$ cat src/rtl/alu_pkg.sv
// Shared types for the pipelined ALU: opcode enum, flag vector type and flag bit positions.
package alu_pkg;

    typedef enum logic [3:0] {
        OpAdd  = 4'd0,
        OpSub  = 4'd1,
        OpAnd  = 4'd2,
        OpOr   = 4'd3,
        OpXor  = 4'd4,
        OpNand = 4'd5,
        OpNor  = 4'd6,
        OpXnor = 4'd7,
        OpShl  = 4'd8,
        OpShr  = 4'd9,
        OpRol  = 4'd10,
        OpRor  = 4'd11,
        OpInc  = 4'd12,
        OpDec  = 4'd13,
        OpEq   = 4'd14,
        OpLtu  = 4'd15
    } alu_op_e;

    typedef logic [3:0] alu_flags_t;

    localparam int unsigned FLG_C = 0;
    localparam int unsigned FLG_Z = 1;
    localparam int unsigned FLG_N = 2;
    localparam int unsigned FLG_V = 3;

endpackage

$ cat src/rtl/alu_core.sv
// Combinational ALU evaluator: one result and {V,N,Z,C} flags per opcode,
// with optional unsigned saturation for ADD/SUB/INC/DEC.
module alu_core
    import alu_pkg::*;
#(
    parameter int unsigned DATA_W = 8,
    parameter bit          SAT_EN = 1'b0
) (
    input  logic [DATA_W-1:0] a,
    input  logic [DATA_W-1:0] b,
    input  alu_op_e           op,
    output logic [DATA_W-1:0] c,
    output alu_flags_t        flags
);

    localparam int unsigned SW  = $clog2(DATA_W);
    localparam int unsigned MSB = DATA_W - 1;

    logic [SW-1:0]       amt;
    logic [SW-1:0]       rot;
    logic [DATA_W-1:0]   opnd;
    logic [DATA_W-1:0]   res;
    logic [DATA_W:0]     sum;
    logic [DATA_W:0]     diff;
    logic [DATA_W:0]     shl_w;
    logic [DATA_W:0]     shr_w;
    logic [2*DATA_W-1:0] rol_w;
    logic [2*DATA_W-1:0] ror_w;
    logic                carry;
    logic                ovf;

    always_comb begin
        amt  = b[SW-1:0];
        // Rotation is modulo the width so non-power-of-two widths stay well defined.
        rot  = SW'(32'(amt) % DATA_W);
        opnd = (op == OpInc || op == OpDec) ? DATA_W'(1) : b;
        sum  = {1'b0, a} + {1'b0, opnd};
        diff = {1'b0, a} - {1'b0, opnd};
        // One guard bit on each side captures the last bit shifted out.
        shl_w = {1'b0, a} << amt;
        shr_w = {a, 1'b0} >> amt;
        rol_w = {a, a} << rot;
        ror_w = {a, a} >> rot;

        res   = '0;
        carry = 1'b0;
        ovf   = 1'b0;

        unique case (op)
            OpAdd, OpInc: begin
                res   = sum[MSB:0];
                carry = sum[DATA_W];
                ovf   = (a[MSB] == opnd[MSB]) && (sum[MSB] != a[MSB]);
                if (SAT_EN && carry) res = '1;
            end
            OpSub, OpDec: begin
                res   = diff[MSB:0];
                carry = diff[DATA_W];
                ovf   = (a[MSB] != opnd[MSB]) && (diff[MSB] != a[MSB]);
                if (SAT_EN && carry) res = '0;
            end
            OpAnd:  res = a & b;
            OpOr:   res = a | b;
            OpXor:  res = a ^ b;
            OpNand: res = ~(a & b);
            OpNor:  res = ~(a | b);
            OpXnor: res = ~(a ^ b);
            OpShl: begin
                res   = shl_w[MSB:0];
                carry = shl_w[DATA_W];
            end
            OpShr: begin
                res   = shr_w[DATA_W:1];
                carry = shr_w[0];
            end
            OpRol: begin
                res   = rol_w[2*DATA_W-1:DATA_W];
                carry = (amt != '0) && res[0];
            end
            OpRor: begin
                res   = ror_w[MSB:0];
                carry = (amt != '0) && res[MSB];
            end
            OpEq:  res = {{(DATA_W-1){1'b0}}, (a == b)};
            OpLtu: res = {{(DATA_W-1){1'b0}}, (a < b)};
            default: ;
        endcase

        c            = res;
        flags        = '0;
        flags[FLG_C] = carry;
        flags[FLG_Z] = (res == '0);
        flags[FLG_N] = res[MSB];
        flags[FLG_V] = ovf;
    end

endmodule

$ cat src/rtl/alu_pipe.sv
// Pipelined ALU: alu_core result registered through STAGES valid/ready stages
// with full backpressure and a combinational ready chain.
module alu_pipe
    import alu_pkg::*;
#(
    parameter int unsigned DATA_W = 8,
    parameter int unsigned STAGES = 2,
    parameter bit          SAT_EN = 1'b0
) (
    input  logic              clk,
    input  logic              rst_n,
    input  logic              in_valid,
    output logic              in_ready,
    input  logic [DATA_W-1:0] in_a,
    input  logic [DATA_W-1:0] in_b,
    input  alu_op_e           in_op,
    output logic              out_valid,
    input  logic              out_ready,
    output logic [DATA_W-1:0] out_c,
    output alu_flags_t        out_flags,
    output logic              busy
);

    logic [DATA_W-1:0] core_c;
    alu_flags_t        core_flags;

    logic [STAGES-1:0] valid_q;
    logic [STAGES-1:0] load;
    logic [DATA_W-1:0] c_q     [STAGES];
    alu_flags_t        flags_q [STAGES];

    alu_core #(
        .DATA_W(DATA_W),
        .SAT_EN(SAT_EN)
    ) u_core (
        .a    (in_a),
        .b    (in_b),
        .op   (in_op),
        .c    (core_c),
        .flags(core_flags)
    );

    // A stage loads when empty or when its content moves on this cycle;
    // walking from the output back gives a bubble-free ready chain.
    always_comb begin
        logic nxt;
        nxt  = out_ready;
        load = '0;
        for (int i = STAGES - 1; i >= 0; i--) begin
            load[i] = !valid_q[i] || nxt;
            nxt     = load[i];
        end
    end

    always_ff @(posedge clk or negedge rst_n) begin
        if (!rst_n) begin
            valid_q <= '0;
            for (int i = 0; i < STAGES; i++) begin
                c_q[i]     <= '0;
                flags_q[i] <= '0;
            end
        end else begin
            if (load[0]) begin
                valid_q[0] <= in_valid;
                if (in_valid) begin
                    c_q[0]     <= core_c;
                    flags_q[0] <= core_flags;
                end
            end
            for (int i = 1; i < STAGES; i++) begin
                if (load[i]) begin
                    valid_q[i] <= valid_q[i-1];
                    if (valid_q[i-1]) begin
                        c_q[i]     <= c_q[i-1];
                        flags_q[i] <= flags_q[i-1];
                    end
                end
            end
        end
    end

    assign in_ready  = load[0];
    assign out_valid = valid_q[STAGES-1];
    assign out_c     = c_q[STAGES-1];
    assign out_flags = flags_q[STAGES-1];
    assign busy      = |valid_q;

endmodule

$ cat config.mk
export PLATFORM = sky130hd
export DESIGN_NAME = alu_pipe
export DESIGN_NICKNAME = d
export VERILOG_FILES = /design/src/rtl/alu_pkg.sv /design/src/rtl/alu_core.sv /design/src/rtl/alu_pipe.sv
export SDC_FILE = /design/constraint.sdc
export NUM_CORES = 1
export LEC_CHECK = 0
export ABC_AREA = 1
export BUFFER_PORTS_ARGS = -buffer_cell sky130_fd_sc_hd__buf_4
export CORE_MARGIN = 8
export CORE_UTILIZATION = 30
export CTS_BUF_LIST = sky130_fd_sc_hd__clkbuf_8 sky130_fd_sc_hd__clkbuf_16
export CTS_CLUSTER_DIAMETER = 150
export DETAILED_ROUTE_END_ITERATION = 6
export SYNTH_ARGS = -nofsm -noshare
export SYNTH_HDL_FRONTEND = slang
export SYNTH_HIERARCHICAL = 1
export SYNTH_SLANG_ARGS = --single-unit
$ cat constraint.sdc
create_clock -name clk -period 2.2 [get_ports clk]
set_input_delay 0.22 -clock clk [delete_from_list [all_inputs] [get_ports clk]]
set_output_delay 0.22 -clock clk [all_outputs]
set_load 0.05 [all_outputs]
== Word level (Yosys, flattened, before mapping) ==
Cells that the tools add are included.

* Output and inout port bits: 15
* Bits in registers: 26

* $add $sub $neg: 2
* Eq/ne operators: 20
* Shift-type cells: 4
* Reductions and logical operators: 17
* Order comparisons: 1
* Bitwise gates (word level): 6
* Mux-type cells: 4

{| class="wikitable"
|+ Operators by type and width
! operator !! count
|-
| $pmux 8 s14 || 1
|-
| $eq 4x4->1 const B || 8
|-
| $not 8->8 || 3
|-
| $eq 4x3->1 const B || 4
|-
| $shl 16x3->16 || 1
|-
| $shr 16x3->8 || 1
|-
| $add 8x8->9 || 1
|-
| $shl 8x3->9 || 1
|-
| $shr 9x3->9 || 1
|-
| $sub 8x8->9 || 1
|-
| $and 8x8->8 || 1
|-
| $eq 4x2->1 const B || 2
|-
| $eq 8x8->1 || 1
|-
| $logic_not 8->1 || 1
|-
| $lt 8x8->1 || 1
|-
| $mux 8 || 1
|-
| $or 8x8->8 || 1
|-
| $xor 8x8->8 || 1
|-
| $pmux 1 s6 || 1
|-
| $reduce_or 2->1 || 3
|-
| $eq 4x1->1 const B || 1
|-
| $logic_and 1x1->1 || 4
|-
| $logic_not 4->1 || 1
|-
| $reduce_and 2->1 || 2
|-
| other kinds (6) || 11
|}

== Logic depth before layout (Yosys ltp) ==
* Word-level depth: 7
* Mapped depth: 21
* Mapped depth without buffers: 19

== Modules after synthesis ==
The synthesis kept the hierarchy.

{| class="wikitable"
|+ By module, submodules not included
! module !! times used !! sequential area each (um^2) !! cells an instance !! area an instance (um^2)
|-
| alu_core || 1 || 0.0 || 579 || 2980.4
|-
| alu_pipe || 1 || 650.6 || 124 || 1118.6
|}

== Worst setup path after synthesis ==
No wires, ideal clock.

* Path kind: input-to-reg
* From: in in_b[2]
* To: reg flags_q[5] in the netlist's numbering
* Required time: 2.133 ns
* Library setup time: 0.067 ns
* Slack: -0.082 ns
* Arrival: 2.216 ns
* Cell stages on the path: 21
* Cell sequence: buf_2 inv_1 buf_2 nor2_1 inv_1 ha_1 buf_2 nand2_1 nand2_1 inv_1 nand2_1 nand4_1 nand2_1 nand2_1 nand3_1 nand3_2 nor2_2 nand2_1 nor2_1 nand3_1 nand2_1

* Cells in the longest elaborated chain, start to end: 4
* Elaborated cells between the ends (all ways): 17
* Classes of those cells: 2 x add/sub; 1 x order compare; 1 x eq/ne; 4 x shift; 2 x mux; 6 x bitwise; 1 x reduce/logical

{| class="wikitable"
|+ RTL lines
! what !! line !! text
|-
| from (decl) || alu_pipe.sv:15 || <nowiki>input logic [DATA_W-1:0] in_b,</nowiki>
|-
| $mux 8 || alu_core.sv:36 || <nowiki>opnd = (op == OpInc || op == OpDec) ? DATA_W'(1) : b;</nowiki>
|-
| $sub 8x8->9 or $add 8x8->9 (tied branches) || alu_core.sv:38, alu_core.sv:37 ||
|-
| $pmux 8 s14 * || alu_core.sv:49 || <nowiki>unique case (op)</nowiki>
|-
| via core_c[7] || alu_pipe.sv:24 || <nowiki>logic [DATA_W-1:0] core_c;</nowiki>
|-
| $logic_not 8->1 * || alu_core.sv:92 || <nowiki>flags[FLG_Z] = (res == '0);</nowiki>
|-
| via core_flags[1] || alu_pipe.sv:25 || <nowiki>alu_flags_t core_flags;</nowiki>
|-
| to (signal, indexed assignment) || alu_pipe.sv:75 || <nowiki>flags_q[i] <= flags_q[i-1];</nowiki>
|-
| to (decl) || alu_pipe.sv:30 || <nowiki>alu_flags_t flags_q [STAGES];</nowiki>
|}

The timed path passes the listed nets; every way through them passes the cells marked *.
A chain may end at the register's enable or synchronous reset.

== Worst setup path in the final report ==
* From: in in_op[2]
* To: reg flags_q[5] in the netlist's numbering

* Cells in the longest elaborated chain, start to end: 6
* Elaborated cells between the ends (all ways): 24
* Classes of those cells: 2 x add/sub; 15 x eq/ne; 2 x mux; 5 x reduce/logical

{| class="wikitable"
|+ RTL lines
! what !! line !! text
|-
| from (decl) || alu_pipe.sv:16 || <nowiki>input alu_op_e in_op,</nowiki>
|-
| $eq 4x4->1 || alu_core.sv:36, alu_core.sv:49 ||
|-
| $logic_or 1x1->1 || alu_core.sv:36 ||
|-
| $mux 8 || alu_core.sv:36 ||
|-
| $sub 8x8->9 or $add 8x8->9 (tied branches) || alu_core.sv:38, alu_core.sv:37 ||
|-
| $pmux 8 s14 * || alu_core.sv:49 ||
|-
| via core_c[4] || alu_pipe.sv:24 ||
|-
| $logic_not 8->1 * || alu_core.sv:92 ||
|-
| via core_flags[1] || alu_pipe.sv:25 ||
|}

Marks and branches as above.

==> results.json <==
{
  "core_sq_um": 13300,
  "grt_max_degree": 27,
  "p_leak_uw": 0.00289,
  "worstPathBufferInverterCount": 3,
  "wire_per_inst_microns": 14.0,
  "drt_iter0_markers": 338,
  "cts-root-buf": "clkbuf_16",
  "cp_top_family": "simple AND/OR/NAND/NOR gates",
  "min_period_over_period_pct": 91.6,
  "area_growth_pct": 25.2,
  "clk_path_buf_depth": 2,
  "reg2regPathDepth": 4,
  "multi_input_area_sq_um": 3030,
  "synth_area_leaders": "nand2_1 (24%), dfrtp_1 (16%), nand3_1 (13%)",
  "seq_area_frac_synth_pct": 15.9,
  "dr_total_vias": 4584,
  "cts_tree": "yes",
  "grt_overflow": 0,
  "seq_power_share_pct": 24.9,
  "die_y_microns": 133,
  "drc": 0,
  "die_w_microns": 133,
  "dieArea_sq_um": 17700,
  "routabilityCongestion": 0.949,
  "finalClockSkew_ns": 0.00277,
  "ir_drop_mv": 0.337,
  "pin_count": 39,
  "ys_warn_count": 6,
  "endpoint": "flags_q[5]$_DFFE_PN0P_",
  "drv_cap": 0,
  "r2r_slack_ns": 0.99,
  "worst_slew_pin_slew_ns": 0.496,
  "antenna_cells": 0,
  "synth_top_cell_area_share_pct": 24.1,
  "synth-seq-cells": 26,
  "num-fill-cells": 1486,
  "dr.pass1.iters": 5,
  "cp_max_fo": 4,
  "setup_viol": 0,
  "swShare_pct": 43.2,
  "nets": 850,
  "numCtsBuffers": 3,
  "synth_nets": 771,
  "grt_pass1_vias": 4242,
  "initial_core_util_pct": 30.8,
  "max_stage_delay_ns": 0.38,
  "post-route-util_pct": 38.6,
  "fmax_mhz": 496,
  "drtAntennaViolNets": 0,
  "synth_most_common_cell": "nand2_1",
  "powerDensity_nw_per_um2": 503,
  "port_buffers": 38,
  "p_sw_uw": 1110,
  "hold_ws_ns": 0.293,
  "worst_setup_path_start_kind": "input pin",
  "critical_path_arrival_ns": 2.22,
  "synthesis.instances": 703,
  "internal_power_uw": 1470,
  "required_ns": 2.40,
  "async_reset_ff_share_pct": 100,
  "min_period_ns": 2.02,
  "synth_common_cells": "nand2_1 (263), nand3_1 (108), inv_1 (69), nor2_1 (61), ha_1 (42)",
  "slew_headroom_pct": 66.8,
  "slew_violations": 0,
  "reg2reg_from": "valid_q[1]$_DFFE_PN0P_",
  "avgSynthCellArea_sq_um": 5.83,
  "antenna_found_initial": 1,
  "ys_types": 32,
  "cp-end-kind": "flip-flop",
  "cts.sinks": 26,
  "insertion_delay_ns": 0.26,
  "cp_slowest_cell": "fa_2",
  "cp-startpoint": "in_op[2]",
  "clk_pin_slew_ns": 0.06,
  "synth_area_sq_um": 4100,
  "r2r-end": "flags_q[5]$_DFFE_PN0P_",
  "viasPerCell": 4.79,
  "power_frac_clock_pct": 20.5,
  "finalHoldViolCount": 0,
  "htreeDepth": 1,
  "cp.depth": 19,
  "seq_area_sq_um": 651,
  "hold_path_class": "in -> reg",
  "synth_edf_count": 0,
  "outcome": "completed",
  "worst-setup-path-type": "in -> reg",
  "dpl.hpwl_mm": 11.0,
  "drive_gt1_share_pct": 22.0,
  "grt_pass1_wl_mm": 21.8,
  "worst_slack_ns": 0.184,
  "track_usage_pct": 14.9,
  "place_ws_ns": -0.187,
  "synth_top_flop_cell": "dfrtp_1",
  "critical_path.cell_chain": "buf_4 -> nand2_4 -> buf_6 -> o21ai_4 -> ha_2 -> fa_2 -> inv_2 -> nand3_1 -> nand2_1 -> nand2_1 -> nand3_1 -> nand3_1 -> nor2_2 -> nand3_2 -> nor2_1 -> nand2_1 -> nor2_1 -> nand3_1 -> nand2_1",
  "yosys.area.top_type": "nand2_1",
  "core.rowCount": 42,
  "p_comb_share_pct": 54.6,
  "routed_wl_mm": 13.4
}
[final cells by class]
cell class	count	area share (%)
clock inverter	1	0.585
multi-input combinational	564	59.1
tap	176	4.29
sequential	26	12.7
clock buffer	3	1.46
timing repair buffer	110	16.2
inverter	77	5.68
[sequential cells by signal (all words and copies together) (netlist names)]
register and flops:
c_q 8, out_c 8, flags_q 4, out_flags 4
valid_q 2
[logic make-up (layout without fill, tap and decap cells)]
group | after synthesis | in the layout | synth area share (%)
simple gates | 479 | 479 | 51.6
buf+inv | 113 | 191 | 13.1
fa+ha+maj | 44 | 44 | 13.8
compound gates | 36 | 36 | 4.58
flops | 26 | 26 | 15.9
xor+xnor | 5 | 5 | 1.07
[tightest hold or removal path, cell delays in order]
cell,delay (ns)
buf_4,0.16
nand3_1,0.09
nand2_1,0.05
[layer usage]
layer  GRT usage (%)  part of all wire, %  routed length [microns]
met5               0                 0.13                       17
met2            24.6                   45                     6040
met1            19.8                   47                     6260
met3            1.97                  5.1                      685
met4            3.97                  2.7                      359
[how the worst min path moves through the flow]
stage	from	to	slack, ns	cells past startpoint
6_report	in_valid	flags_q[5]$_DFFE_PN0P_	0.29	3
5_1_grt	in_valid	flags_q[4]$_DFFE_PN0P_	0.30	3
4_1_cts	in_valid	flags_q[5]$_DFFE_PN0P_	0.30	3
3_5_place_dp	rst_n	out_c[7]$_DFFE_PN0P_	0.15	1
3_3_place_gp	rst_n	out_c[7]$_DFFE_PN0P_	0.14	1
2_1_floorplan	rst_n	c_q[10]$_DFFE_PN0P_	-0.08	0
[power groups by stage]
stage          combinational [uW]  sequential (uW)  clock, uW
2_1_floorplan                 965              652          0
3_3_place_gp                 1360              649          0
3_5_place_dp                 1370              653          0
4_1_cts                      1370              644        537
5_1_grt                      1550              656        563
6_report                     1410              642        528
[per-stage QoR]
step | cell area (sq um) | cells | TNS [ns] | total power [uW]
finish | 5130 | 957 | 0 | 2580
global route | 5130 | 957 | -0.0232 | 2770
CTS | 4980 | 952 | 0 | 2550
detailed placement | 4870 | 947 | -1.05 | 2020
global placement | 4870 | 947 | -0.815 | 2010
floorplan | 4120 | 703 | 0 | 1620
[layout by cell type (no fill, tap or decap), drive strengths merged]
master and n:
nand2 280, nand3 112, buf 109, inv 76
nor2 70, ha 42, dfrtp 26, o21ai 17
a21oi 15, nand4 10, nand3b 4, xor2 4
clkbuf 3, nor3 2, a31oi 2, fa 2
or2 1, bufinv 1, dlygate4sd3 1, o21bai 1
o211ai 1, xnor2 1, clkinv 1
[repair_timing]
action | CTS | global route
hold endpoints to repair | 26 | 0
hold buffers | 1 | 0
gates resized for setup | 0 | 25
setup endpoints to repair | 0 | 10
buffers inserted | 0 | 6
Power figures use the tool's default switching activity.
